<file path="src/rtl/reg_write_initiator_pkg.sv">
// Shared register-file definitions: default widths, the hardwired zero register
// index, and the write-back queue entry layout. The register file and hazard
// unit import the same package so all three agree on these widths.
package reg_write_initiator_pkg;

  localparam int unsigned RF_DATA_W = 8;   // register data width
  localparam int unsigned RF_ADDR_W = 5;   // register index width (32 registers)
  localparam int unsigned WBQ_DEPTH = 4;   // write-back queue entries
  localparam int unsigned ZERO_REG  = 0;   // index that is never written

  // One queued register write, data mux already resolved.
  typedef struct packed {
    logic [RF_ADDR_W-1:0] dest;
    logic [RF_DATA_W-1:0] data;
  } wb_entry_t;

endpackage

</file>
<file path="src/rtl/reg_write_initiator_wb_queue.sv">
// wb_queue: circular in-order FIFO of pending register writes.
// Ports:
//   clk, rst            clock, synchronous active-high reset
//   push, push_dest/data enqueue one entry (caller guarantees not full)
//   pop                 dequeue head (caller guarantees not empty)
//   count, rd_ptr       occupancy and physical head slot
//   next_dest/data      entry one behind the head (the head after a pop)
//   slot_data           raw data of every physical slot
//   q1/q2_point         source indices to search
//   q1/q2_match         per physical slot: slot valid and dest matches
module wb_queue #(
  parameter int unsigned DATA_W = 8,
  parameter int unsigned ADDR_W = 5,
  parameter int unsigned DEPTH  = 4,
  localparam int unsigned PTR_W = $clog2(DEPTH),
  localparam int unsigned CNT_W = PTR_W + 1
) (
  input  logic              clk,
  input  logic              rst,
  input  logic              push,
  input  logic [ADDR_W-1:0] push_dest,
  input  logic [DATA_W-1:0] push_data,
  input  logic              pop,
  output logic [CNT_W-1:0]  count,
  output logic [PTR_W-1:0]  rd_ptr,
  output logic [ADDR_W-1:0] next_dest,
  output logic [DATA_W-1:0] next_data,
  output logic [DATA_W-1:0] slot_data [DEPTH],
  input  logic [ADDR_W-1:0] q1_point,
  input  logic [ADDR_W-1:0] q2_point,
  output logic [DEPTH-1:0]  q1_match,
  output logic [DEPTH-1:0]  q2_match
);

  logic [ADDR_W-1:0] dest_mem [DEPTH];
  logic [DATA_W-1:0] data_mem [DEPTH];
  logic [PTR_W-1:0]  wr_ptr;
  logic [PTR_W-1:0]  rd_ptr_q;
  logic [CNT_W-1:0]  count_q;
  logic [PTR_W-1:0]  rd_next;
  logic [DEPTH-1:0]  valid;

  always_ff @(posedge clk) begin
    if (rst) begin
      wr_ptr   <= '0;
      rd_ptr_q <= '0;
      count_q  <= '0;
    end else begin
      if (push) wr_ptr <= wr_ptr + PTR_W'(1);
      if (pop)  rd_ptr_q <= rd_ptr_q + PTR_W'(1);
      case ({push, pop})
        2'b10:   count_q <= count_q + CNT_W'(1);
        2'b01:   count_q <= count_q - CNT_W'(1);
        default: count_q <= count_q;
      endcase
    end
  end

  // Storage needs no reset: validity is derived from pointers and count.
  always_ff @(posedge clk) begin
    if (push) begin
      dest_mem[wr_ptr] <= push_dest;
      data_mem[wr_ptr] <= push_data;
    end
  end

  // A slot is live when its distance from the head is below the occupancy.
  always_comb begin
    valid    = '0;
    q1_match = '0;
    q2_match = '0;
    for (int unsigned s = 0; s < DEPTH; s++) begin
      valid[s]    = {1'b0, PTR_W'(s) - rd_ptr_q} < count_q;
      q1_match[s] = valid[s] && (dest_mem[s] == q1_point);
      q2_match[s] = valid[s] && (dest_mem[s] == q2_point);
      slot_data[s] = data_mem[s];
    end
  end

  assign rd_next   = rd_ptr_q + PTR_W'(1);
  assign next_dest = dest_mem[rd_next];
  assign next_data = data_mem[rd_next];
  assign count     = count_q;
  assign rd_ptr    = rd_ptr_q;

endmodule

</file>
<file path="src/rtl/reg_write_initiator.sv">
// reg_write_initiator: buffers completed results from MEM/WB and drives the
// register file's single write port, one entry per granted cycle, while
// exposing a pending-write scoreboard with forwarding data for decode.
// Ports:
//   clk, rst                 clock, synchronous active-high reset
//   in_valid/in_ready        result handshake (ready = count < DEPTH)
//   in_reg_write, in_dest    write qualifier and destination index
//   in_mem_to_reg            selects in_mem_data over in_alu_data
//   wr_grant                 register file port available
//   wr_enable/point/data     registered write request (view of queue head)
//   q1/q2_point              decode source indices
//   q1/q2_pending, q1/q2_fwd queued-write hit and youngest matching data
//   count                    queued entries
module reg_write_initiator
  import reg_write_initiator_pkg::*;
#(
  parameter int unsigned DATA_W = RF_DATA_W,
  parameter int unsigned ADDR_W = RF_ADDR_W,
  parameter int unsigned DEPTH  = WBQ_DEPTH
) (
  input  logic                     clk,
  input  logic                     rst,
  input  logic                     in_valid,
  output logic                     in_ready,
  input  logic                     in_reg_write,
  input  logic                     in_mem_to_reg,
  input  logic [ADDR_W-1:0]        in_dest,
  input  logic [DATA_W-1:0]        in_alu_data,
  input  logic [DATA_W-1:0]        in_mem_data,
  input  logic                     wr_grant,
  output logic                     wr_enable,
  output logic [ADDR_W-1:0]        wr_point,
  output logic [DATA_W-1:0]        wr_data,
  input  logic [ADDR_W-1:0]        q1_point,
  input  logic [ADDR_W-1:0]        q2_point,
  output logic                     q1_pending,
  output logic                     q2_pending,
  output logic [DATA_W-1:0]        q1_fwd,
  output logic [DATA_W-1:0]        q2_fwd,
  output logic [$clog2(DEPTH):0]   count
);

  localparam int unsigned PTR_W = $clog2(DEPTH);
  localparam int unsigned CNT_W = PTR_W + 1;

  logic              push;
  logic              pop;
  logic [DATA_W-1:0] push_data;
  logic [PTR_W-1:0]  rd_ptr;
  logic [ADDR_W-1:0] next_dest;
  logic [DATA_W-1:0] next_data;
  logic [DATA_W-1:0] slot_data [DEPTH];
  logic [DEPTH-1:0]  q1_match;
  logic [DEPTH-1:0]  q2_match;
  logic [DATA_W:0]   q1_hit;
  logic [DATA_W:0]   q2_hit;

  assign in_ready  = count < CNT_W'(DEPTH);
  assign push_data = in_mem_to_reg ? in_mem_data : in_alu_data;
  // Writes to the zero register and non-writing results are consumed silently.
  assign push = in_valid && in_ready && in_reg_write && (in_dest != ADDR_W'(ZERO_REG));
  assign pop  = wr_enable && wr_grant;

  wb_queue #(
    .DATA_W (DATA_W),
    .ADDR_W (ADDR_W),
    .DEPTH  (DEPTH)
  ) u_queue (
    .clk       (clk),
    .rst       (rst),
    .push      (push),
    .push_dest (in_dest),
    .push_data (push_data),
    .pop       (pop),
    .count     (count),
    .rd_ptr    (rd_ptr),
    .next_dest (next_dest),
    .next_data (next_data),
    .slot_data (slot_data),
    .q1_point  (q1_point),
    .q2_point  (q2_point),
    .q1_match  (q1_match),
    .q2_match  (q2_match)
  );

  // The write port registers track the head the queue will have after this
  // edge: the entry behind the head on a pop, the incoming entry when it
  // lands in an empty (or just-emptied) queue, otherwise the current head.
  always_ff @(posedge clk) begin
    if (rst) begin
      wr_enable <= 1'b0;
      wr_point  <= '0;
      wr_data   <= '0;
    end else if (pop) begin
      if (count > CNT_W'(1)) begin
        wr_enable <= 1'b1;
        wr_point  <= next_dest;
        wr_data   <= next_data;
      end else if (push) begin
        wr_enable <= 1'b1;
        wr_point  <= in_dest;
        wr_data   <= push_data;
      end else begin
        wr_enable <= 1'b0;
      end
    end else if (push && count == '0) begin
      wr_enable <= 1'b1;
      wr_point  <= in_dest;
      wr_data   <= push_data;
    end
  end

  // Walk slots oldest to youngest so the last hit is the youngest write.
  function automatic logic [DATA_W:0] youngest(
    input logic [DEPTH-1:0]  match,
    input logic [PTR_W-1:0]  head,
    input logic [DATA_W-1:0] data [DEPTH]
  );
    logic [DATA_W:0]  r;
    logic [PTR_W-1:0] idx;
    r = '0;
    for (int unsigned i = 0; i < DEPTH; i++) begin
      idx = head + PTR_W'(i);
      if (match[idx]) r = {1'b1, data[idx]};
    end
    return r;
  endfunction

  always_comb begin
    q1_hit     = youngest(q1_match, rd_ptr, slot_data);
    q2_hit     = youngest(q2_match, rd_ptr, slot_data);
    q1_pending = q1_hit[DATA_W] && (q1_point != ADDR_W'(ZERO_REG));
    q2_pending = q2_hit[DATA_W] && (q2_point != ADDR_W'(ZERO_REG));
    q1_fwd     = q1_pending ? q1_hit[DATA_W-1:0] : '0;
    q2_fwd     = q2_pending ? q2_hit[DATA_W-1:0] : '0;
  end

endmodule
</file>
<file path="config.mk">
export PLATFORM = sky130hd
export DESIGN_NAME = reg_write_initiator
export DESIGN_NICKNAME = d
export VERILOG_FILES = /design/src/rtl/reg_write_initiator_pkg.sv /design/src/rtl/reg_write_initiator_wb_queue.sv /design/src/rtl/reg_write_initiator.sv
export SDC_FILE = /design/constraint.sdc
export NUM_CORES = 1
export LEC_CHECK = 0
export CAP_MARGIN = 40
export CORE_MARGIN = 2
export CORE_UTILIZATION = 40
export CTS_CLUSTER_SIZE = 12
export DETAILED_ROUTE_END_ITERATION = 6
export PLACE_DENSITY_LB_ADDON = 0.08
export SYNTH_ARGS = -nofsm -noshare
export SYNTH_HDL_FRONTEND = slang
export SYNTH_SLANG_ARGS = --single-unit
</file>
<file path="constraint.sdc">
create_clock -name clk -period 4.1 [get_ports clk]
set_input_delay 0.82 -clock clk [delete_from_list [all_inputs] [get_ports clk]]
set_output_delay 0.82 -clock clk [all_outputs]
set_load 0.005 [all_outputs]
</file>
Yosys cells after proc, flatten, opt, wreduce, memory -nomap -nowiden:

Memories as Yosys holds them, arrays and structs flattened.
Index checks and enable logic that the tools add are counted.

* add/subtract/negate cells: 10
* bitwise operators: 4
* multiplexer cells: 53
* equality and inequality tests: 11
* reductions and logical operators: 22
* magnitude comparators: 14

Operators with widths (count)
* 2-to-1 mux 8 bit: 15
* 2-to-1 mux 9 bit: 8
* binary-select mux 8 bit (select 2 bit): 4
* == test 5 bit: 8
* 2-to-1 mux 5 bit: 4
* binary-select mux 1 bit (select 2 bit): 8
* logical AND 1 bit: 15
* nonzero test 5 bit: 3
* 2-to-1 mux 1 bit: 13
* greater-or-equal comparator 3 bit (second input constant): 4
* less-than comparator 2 x 3 -> 1 bit: 4
* less-than comparator 2 x 3 -> 1 bit (second input constant): 4
* NOT 2 -> 3 bit: 4
* case mux 3 bit (2 select lines): 1
* adder 2 x 1 -> 2 bit (second input constant): 2
* adder 2 bit (second input constant): 2
* nonzero test 2 bit: 2
* subtractor 1 x 2 -> 2 bit (first input constant): 2
* subtractor 2 bit (first input constant): 2
* adder 3 x 1 -> 3 bit (second input constant): 1
* > comparator 3 x 1 -> 1 bit (second input constant): 1
* logical NOT 3 bit: 1
* less-than comparator 3 bit (second input constant): 1
* inequality test 3 bit (second input constant): 1
* 4 further kinds: 4

* output and inout bits: 36
* RAM bits: 52
* bits in registers: 21
* memories kept: 2
* input bits: 37

Memories
* u_queue.data_mem: depth 4, width 8, rd ports 5, clocked after memory_dff 0, wr ports 1, RTL line reg_write_initiator_wb_queue.sv:36 `logic [DATA_W-1:0] data_mem [DEPTH];`
* u_queue.dest_mem: depth 4, width 5, rd ports 5, clocked after memory_dff 0, wr ports 1, RTL line reg_write_initiator_wb_queue.sv:35 `logic [ADDR_W-1:0] dest_mem [DEPTH];`

Longest topological paths before layout:

Gate-level depths: netlist of run 1.

* word-level depth: 11
* depth in mapped cells: 15

Cells and area by module:

Synthesis of run 1 repeated with hierarchy kept, for this count alone.

* cells, all modules: 489
* area total of the unflattened synthesis: 5575.3 um2

Modules (own cells, without submodules)
* wb_queue: sequential area each 1701.6 um2, times used 1, area each 2885.3 um2, cells each 186
* reg_write_initiator: sequential area each 280.3 um2, times used 1, area each 2690.1 um2, cells each 303

Worst setup path before layout of run 1:

Ideal clock, no wire load.

* kind: register to output
* start: reg u_queue.rd_ptr_q[0], in the netlist u_queue.rd_ptr[0]
* end: out q1_fwd[0]
* stages on the path, launching flop included: 13
* data arrival time: 3374 ps
* setup slack: -94 ps
* path through: dfxtp_1 > clkbuf_1 > clkbuf_1 > buf_1 > xnor2_1 > inv_1 > ha_1 > a31o_1 > or3_4 > mux4_2 > nand2b_1 > buf_6 > o221ai_2

RTL lines
* start, declared: RTL line reg_write_initiator_wb_queue.sv:38 `logic [PTR_W-1:0] rd_ptr_q;`
* start signal, assigned: RTL line reg_write_initiator_wb_queue.sv:50 `if (pop) rd_ptr_q <= rd_ptr_q + PTR_W'(1);`
* adder 2 x 1 -> 2 bit *
* net u_queue.rd_next[1]: RTL line reg_write_initiator_wb_queue.sv:40 `logic [PTR_W-1:0] rd_next;`
* NOT 2 -> 3 bit (not written as such): RTL line reg_write_initiator.sv:124 `if (match[idx]) r = {1'b1, data[idx]};`
* binary-select mux 8 bit (select 2 bit): RTL line reg_write_initiator.sv:124
* 2-to-1 mux 8 bit (not written as such) (2 in series): RTL line reg_write_initiator.sv:124
* 2-to-1 mux 9 bit * (3 in series): RTL line reg_write_initiator.sv:124
* 2-to-1 mux 8 bit *: RTL line reg_write_initiator.sv:134 `q1_fwd = q1_pending ? q1_hit[DATA_W-1:0] : '0;`
* end, declared: RTL line reg_write_initiator.sv:38 `output logic [DATA_W-1:0] q1_fwd,`

Mark *: on every way through the listed nets, which the timed path passes. The rest lies on a longest branch. The select of a mux whose other input is x is not followed.

Final worst setup path of run 1:

* start: in q2_point[1]
* end: out q2_fwd[3]

* longest elaborated chain between the ends: 10

RTL lines
* start, declared: RTL line reg_write_initiator.sv:35 `input logic [ADDR_W-1:0] q2_point,`
* == test 5 bit: RTL line reg_write_initiator_wb_queue.sv:75 `q2_match[s] = valid[s] && (dest_mem[s] == q2_point);`
* logical AND 1 bit: RTL line reg_write_initiator_wb_queue.sv:75
* binary-select mux 1 bit (select 2 bit): RTL line reg_write_initiator.sv:124
* 2-to-1 mux 1 bit (not written as such): RTL line reg_write_initiator.sv:124
* 2-to-1 mux 9 bit (4 in series): RTL line reg_write_initiator.sv:124
* logical AND 1 bit: RTL line reg_write_initiator.sv:133 `q2_pending = q2_hit[DATA_W] && (q2_point != ADDR_W'(ZERO_REG));`
* 2-to-1 mux 8 bit *: RTL line reg_write_initiator.sv:135 `q2_fwd = q2_pending ? q2_hit[DATA_W-1:0] : '0;`
* end, declared: RTL line reg_write_initiator.sv:39 `output logic [DATA_W-1:0] q2_fwd,`

Mark *: on every way between the ends. The rest lies on a longest branch, timed or not. The select of a mux whose other input is x is not followed.

==> impl_results.md, run 1 <==
- Pwr Total: slightly above 0.002 W
- Worst flop-to-flop path endpoint: wr_data[1]
- CP peak stage delay: 510 ps
- Root Buffer: clkbuf_16
- Seq cells post-synth: 73
- Final #Nets: 659
- Cells after Synth: 516
- Required time of the worst setup path: approximately 3300 ps
- # rows: 41
- Vias in the first global route: 4034
- Comb pwr share: 0.184
- R2r setup slk: 1270 ps
- Initial detailed-routing violation count: ~450
- Clock Power Share: 0.399
- CP Launch Point: q2_point[1]
- Most common cell after layout, fill and taps aside: nor2_1
- Hold path start: wr_data[5]
- Crit. End Element: output pin
- Clock skew: approximately 4.1 ps
- Fraction of layout cells with a size suffix above 1: 0.2264
- Slew @ Worst Pin: 821.5 ps
- Placed Cells: 766
- DR pass1 iterations: 7
- Dominant cell type by area after synthesis: edfxtp_1
- Crit path cell chain: dlygate4sd2_1 -> buf_6 -> xor2_1 -> nor2_1 -> nand3_1 -> mux2i_2 -> buf_4 -> a222oi_1 -> buf_4 -> o2111ai_1 -> a32o_1 -> clkdlybuf4s50_1
- Yosys top cell area share: 0.3012
- Initial antenna violation count: 0
- Horiz. Die Dim: 117.9 um
- Hold Crit Class: flip-flop to flip-flop
- GPL Wtd Cong: 0.8380
- Max IR drop VDD: roughly 210 uV
- Post-CTS Hold Buffers: 0
- I/O pin total: 73
- WL per Instance: 17.44 um
- Die H: 117.9 um
- Final hold vios: 0
- Psw: 0.0005073 W
- Clk_lat worst skew: 330 ps
- WL final: 13710 um
- Largest net degree at the start of global routing: between 50 and 60
- FF+latch area: just under 2000 sq um
- Most frequent cells in the layout: 55 x nor2_1, 52 x clkdlybuf4s50_1, 52 x edfxtp_1
- Final setup fails: 0
- CP top delay family: buffers and inverters
- Slowest CP cell: clkdlybuf4s50_1
- Failing checks: design-rule violations
- Fin crit share: 0.9758
- Die footprint: 13890 sq um
- Yosys warns: 0
- RSZ-0062 raised after global routing: true
- CP max FO: 7
- Int Pwr: around 0.0015 W
- Total grt overflow: 0
- Core Box Area: 12620 sq um
- Synth Cell Area: 5185 sq um
- Crit start category: primary input
- CTS clk-pin slew, worst paths: 50 ps
- # H-tree levels: 3
- Aggregate global-route resource usage: 0.2004
- CP bufs+invs: 5
- Design Area, Final: 6698 sq um
- Hold Path End: wr_data[5]
- Worst R2R Path Depth: 8
- Ys async rst share: 0
- Hold Path Cell Cnt: 2
- Seq pwr share: 0.416
- Crit Path Class: primary input to output pin
- Net Count, Synth: ~570
- Routed Antenna Nets: 0
- Critical Path AT: roughly 3200 ps
- Pre-CTS worst setup slack: -520.5 ps
- R2R Path Start: u_queue.count[2]
- Initial Util: 0.4109
- Status: finished with violations
- Final-report max-slew violation count: 0
- MaxCap Viol Count: 0
- Cell Area, Placed: 6259 sq um
- CTS tree: done
- Wire length of the first global-routing pass: approximately 22000 um
- Diode count: 0
- Port Buf Inserts: 72
- P_leak: 2.448 nW
- Ys flop type: edfxtp_1
- Vias: 4276
- Clock Sinks: 73
- Setup WS post-layout: 99.36 ps
- TritonCTS Buffers: 9
- Filler cell count in the final layout: around 1.2k
- Synth unique cells: 63
- Sequential share of the synthesized area: 0.3822
- Max Clk Rate: about 250 MHz
- Drt drc: 1
- Ranking of synthesized cells by area: edfxtp_1 30%, dfxtp_1 8.1%, mux2i_1 7.1%
- Worst slew margin relative to its limit: 0.4523
- Clock buffer depth: 2
- Clock period minus worst slack: 4001 ps
- Most frequent CP cell: buf_4
- Switching Share: 0.2483
- Non-Filler Instances: 786
- Dpl hpwl: 10610 um
- Via-to-Cell Ratio: 5.440
- Multi-input logic area: 3094 sq um
- PwrDens: 305.0 nW/um^2
- Synthesis-to-layout area growth: 29.17%
- Fin Setup TNS: 0 ps
- Number of synthesized flops with an enable pin: 52
- Mapped Avg Cell Area: 10.05 sq um
[logic make-up after synthesis]
family,Yosys count,share of synthesized area
AO/OA/AOI/OAI,106,0.1573
XOR/XNOR,46,0.07770
adder cells (fa/ha/maj),13,0.03137
buffers and inverters,47,0.04199
flip-flops,73,0.3822
multiplexers,70,0.1626
AND/OR/NAND/NOR,161,0.1467
[tightest hold or removal path: stages, from the launching register on]
cell and delay [ps]:
dfxtp_1 320, mux2i_1 60, nor2_1 70
[area by class of cell]
class                           instances  share of cell area
Timing Repair Buffer                  117              0.1556
Inverter                               12            0.006725
Clock buffer                           11             0.03475
Multi-Input combinational cell        396              0.4620
Clock inverter                          5             0.01196
Tap cell                              172             0.03213
Sequential cell                        73              0.2968
[per-stage QoR]
stage	hold WS [ps]	utilization
2_1_floorplan	483.5	-
3_3_place_gp	488.5	0.4959
3_5_place_dp	481.6	0.4959
4_1_cts	503.4	0.5252
5_1_grt	521.6	0.5307
6_report	498.8	0.5307
[sequential cells by signal (all words and copies together) (netlist names)]
signal / count
u_queue.wr_ptr: 2
wr_data: 8
u_queue.dest_mem: 20
u_queue.data_mem: 32
wr_point: 5
wr_enable: 1
u_queue.count: 3
u_queue.rd_ptr: 2
[routing by layer]
metal	track usage	vias up	share of wire
met3	0.02616	14	0.053
met5	0	-	0
met1	0.3075	2006	0.51
met4	0.05572	0	0.0095
met2	0.2947	148	0.43
li1	-	2108	-
[synthesized netlist by cell type, drive strengths merged, types with 2 or more instances]
| cell | instances |
|---|---|
| xor2 | 33 |
| buf | 24 |
| inv | 11 |
| xnor2 | 13 |
| a31oi | 3 |
| edfxtp | 52 |
| nor2 | 55 |
| nand4 | 4 |
| o32ai | 2 |
| a21bo | 5 |
| or4 | 3 |
| nand2b | 2 |
| nor2b | 5 |
| clkbuf | 10 |
| a211oi | 6 |
| or3 | 2 |
| dfxtp | 21 |
| ha | 13 |
| o21ai | 26 |
| and2b | 2 |
| mux4 | 9 |
| and4 | 3 |
| nor3 | 10 |
| nand2 | 39 |
| mux2i | 37 |
| a32o | 8 |
| mux2 | 24 |
| nand3 | 24 |
| and3 | 5 |
| a32oi | 3 |
| a21oi | 26 |
| and2 | 5 |
| o221ai | 8 |
| a41oi | 2 |
| o2111ai | 6 |
[power groups by stage]
stage	logic (W)	registers, W	clock network [W]
after floorplan	0.000209	0.000861	0
after global placement	0.000349	0.000865	0
after detailed placement	0.000354	0.000865	0
after CTS	0.000365	0.000851	0.000831
after global routing	0.000413	0.000854	0.000868
final	0.000376	0.000851	0.000816
[worst max path at each step]
stage	end	cells past startpoint
2_1_floorplan	q1_fwd[0]	12
3_3_place_gp	q2_fwd[6]	9
3_5_place_dp	q1_fwd[5]	9
4_1_cts	q1_fwd[5]	9
5_1_grt	q1_fwd[5]	11
6_report	q2_fwd[3]	12
[what timing repair did]
action                                  in CTS  in global routing
gates resized for setup                     34                 27
endpoints found under the setup margin      16                 14
pin swaps                                    3                  1
setup buffers                                3                  1
endpoints found under the hold margin        0                  0
(Power assumes the default switching activity.)
==> run 2, diff against run 1 <==
--- a/config.mk
+++ b/config.mk
@@ -14,3 +14,4 @@
 export SYNTH_ARGS = -nofsm -noshare
 export SYNTH_HDL_FRONTEND = slang
 export SYNTH_SLANG_ARGS = --single-unit
+export TNS_END_PERCENT = 5
==> run 2 against run 1 <==
The run now ends clean. Power up 0.35%. Hold slack unchanged. Critical path type unchanged. Die area unchanged. Via count up 0.61%. Clock skew about the same. Worst setup slack worse by 29 ps. Non-clock buffer count down 2. Clock power about the same.
==> impl_results.md, run 2 (same netlist as run 1, synthesis figures left out) <==
- Status: completed (was finished with violations)
- Drt drc: 0 (was 1)
- Vias: 4302 (was 4276)
- Via-to-Cell Ratio: 5.487 (was 5.440)
- Worst flop-to-flop path endpoint: wr_data[1] (unchanged)
- Clock period minus worst slack: 4030 ps (was 4001 ps)
- TritonCTS Buffers: 9 (unchanged)
- Final setup fails: 0 (unchanged)
- Die H: 117.9 um (unchanged)
- P_leak: 2.458 nW (was 2.448 nW)
- Slowest CP cell: mux4_2 (was clkdlybuf4s50_1)
- DR pass1 iterations: 7 (unchanged)
- # rows: 41 (unchanged)
- Initial detailed-routing violation count: 428 (was 452)
- Max reg flops: 32 (unchanged)
- Vias in the first global route: 4023 (was 4034)
- Final-report max-slew violation count: 0 (unchanged)
- Horiz. Die Dim: 117.9 um (unchanged)
- Hold Crit Class: flip-flop to flip-flop (unchanged)
- Aggregate global-route resource usage: 0.2000 (was 0.2004)
- Max IR drop VDD: 220.4 uV (was 213.7 uV)
- Most frequent CP cell: buf_4 (unchanged)
- Dpl hpwl: 10610 um (unchanged)
- CTS tree: done (unchanged)
- Total grt overflow: 0 (unchanged)
- Fraction of layout cells with a size suffix above 1: 0.2320 (was 0.2264)
- Crit Path Class: primary input to output pin (unchanged)
- R2r setup slk: 1250 ps (was 1270 ps)
- FF+latch area: 1988 sq um (unchanged)
- CP peak stage delay: 490 ps (was 510 ps)
- Initial Util: 0.4109 (unchanged)
- CP top delay family: buffers and inverters (unchanged)
- Diode count: 0 (unchanged)
- Port Buf Inserts: 72 (unchanged)
- Clk_lat worst skew: 330 ps (about the same)
- WL final: 13920 um (was 13710 um)
- CP Launch Point: q2_point[1] (unchanged)
- Crit. End Element: output pin (unchanged)
- PwrDens: 303.9 nW/um^2 (was 305.0 nW/um^2)
- I/O pin total: 73 (unchanged)
- Largest net degree at the start of global routing: 52 (unchanged)
- Final #Nets: 657 (was 659)
- Filler cell count in the final layout: 1175 (was 1165)
- R2R Path Start: u_queue.count[2] (unchanged)
- CP max FO: 7 (unchanged)
- Wire length of the first global-routing pass: 21940 um (was 22000 um)
- Hold Path Cell Cnt: 2 (unchanged)
- Fin crit share: 0.9829 (was 0.9758)
- GPL Wtd Cong: 0.8380 (unchanged)
- Multi-input logic area: 3147 sq um (was 3094 sq um)
- Clock Sinks: 73 (unchanged)
- Max Clk Rate: 248.1 MHz (was 250.0 MHz)
- Clock buffer depth: 2 (unchanged)
- Slew @ Worst Pin: 813.1 ps (was 821.5 ps)
- WL per Instance: 17.75 um (was 17.44 um)
- Initial antenna violation count: 0 (unchanged)
- Leading registers by flop count: u_queue.data_mem (32), u_queue.dest_mem (20), wr_data (8) (unchanged)
- Crit start category: primary input (unchanged)
- Required time of the worst setup path: 3280 ps (about the same)
- Crit path depth: 10 (was 12)
- RSZ-0062 raised after global routing: true (unchanged)
- Root Buffer: clkbuf_16 (unchanged)
- Synthesis-to-layout area growth: 30.07% (was 29.17%)
- Worst R2R Path Depth: 8 (unchanged)
- Final hold vios: 0 (unchanged)
- Crit path cell chain: dlygate4sd2_1 -> xor2_1 -> nor3_2 -> and3_1 -> buf_4 -> mux4_2 -> and2_1 -> buf_4 -> a32o_2 -> clkdlybuf4s50_1 (was dlygate4sd2_1 -> buf_6 -> xor2_1 -> nor2_1 -> nand3_1 -> mux2i_2 -> buf_4 -> a222oi_1 -> buf_4 -> o2111ai_1 -> a32o_1 -> clkdlybuf4s50_1)
- Worst slew margin relative to its limit: 0.4580 (was 0.4523)
- Most common cell after layout, fill and taps aside: nor2_1 (unchanged)
- Critical Path AT: 3210 ps (was 3180 ps)
- Routed Antenna Nets: 0 (unchanged)
- Die footprint: 13890 sq um (unchanged)
- CP bufs+invs: 4 (was 5)
- Clock skew: 4.338 ps (was 4.082 ps)
- Most flop-heavy register: u_queue.data_mem (unchanged)
- Non-Filler Instances: 784 (was 786)
- Hold slack: 498.8 ps (unchanged)
- Layout Utilization: 0.5344 (was 0.5307)
- Placed Cells: 766 (unchanged)
- Most frequent cells in the layout: 55 x nor2_1, 52 x clkdlybuf4s50_1, 52 x edfxtp_1 (unchanged)
- Core Box Area: 12620 sq um (unchanged)
- CTS clk-pin slew, worst paths: 50 ps (about the same)
- # H-tree levels: 3 (unchanged)
- CP endpoint: q2_fwd[3] (unchanged)
- MaxCap Viol Count: 0 (unchanged)
-- run 2: power breakdown --
group	switching [W]	internal, W
logic	0.000200	0.000180
registers	0.0000265	0.000825
clock network	0.000286	0.000532
total	0.000513	0.00154
-- run 2: metal layers --
| layer | vias up | GRT usage | share of wire |
|---|---|---|---|
| met5 | - | 0 | 0 |
| met4 | 0 | 0.05422 | 0.0093 |
| met3 | 16 | 0.02859 | 0.060 |
| met2 | 167 | 0.2947 | 0.43 |
| met1 | 2019 | 0.3053 | 0.50 |
| li1 | 2100 | - | - |
-- run 2: how the worst min path moves through the flow --
stage                     slack, ps           to         from
final                           500   wr_data[5]   wr_data[5]
after global routing            520  wr_point[3]  wr_point[3]
after CTS                       500  wr_point[3]  wr_point[3]
after detailed placement        480   wr_data[7]   wr_data[7]
after global placement          490   wr_data[5]   wr_data[5]
after floorplan                 480    wr_enable    wr_enable
-- run 2: layout make-up --
type / count / area share
Timing Repair Buffer: 115 / 0.1532
Multi-Input combinational cell: 396 / 0.4666
Clock inverter: 5 / 0.01187
Tap cell: 172 / 0.03191
Inverter: 12 / 0.007050
Clock buffer: 11 / 0.03451
Sequential cell: 73 / 0.2948
-- run 2: worst register-to-register path, delay by kind of cell (launching register included) --
kind / cells / cell delay [ps]
DFF: 1 / 380
buffers and inverters: 3 / 720
AOI/OAI and AO/OA: 2 / 1090
and+or+nand+nor: 1 / 60
adders and majority gates: 1 / 250
muxes: 1 / 210
-- run 2: through the flow --
stage | setup slack (ps) | total power, W | area, sq um | setup TNS [ps]
after floorplan | 7.256 | 0.001070 | 5186 | 0
after global routing | -23.46 | 0.002140 | 6744 | -47.85
after detailed placement | -520.5 | 0.001219 | 6259 | -6191
final | 70.10 | 0.002050 | 6744 | 0
after global placement | -407.5 | 0.001214 | 6259 | -5174
after CTS | 0.2880 | 0.002042 | 6608 | 0
-- run 2: timing repair --
item	in CTS	in global routing
resized for setup	36	36
setup endpoints to repair	16	14
setup buffers	0	2
endpoints found under the hold margin	0	0
hold buffers	0	0
pin swaps	1	6
==> run 3, diff against run 2 <==
--- a/config.mk
+++ b/config.mk
@@ -11,6 +11,7 @@
 export CTS_CLUSTER_SIZE = 12
 export DETAILED_ROUTE_END_ITERATION = 6
 export PLACE_DENSITY_LB_ADDON = 0.08
+export SLEW_MARGIN = 15
 export SYNTH_ARGS = -nofsm -noshare
 export SYNTH_HDL_FRONTEND = slang
 export SYNTH_SLANG_ARGS = --single-unit
==> results of run 3 <==
Final layout, timing and power as in run 2 (identical DEF).
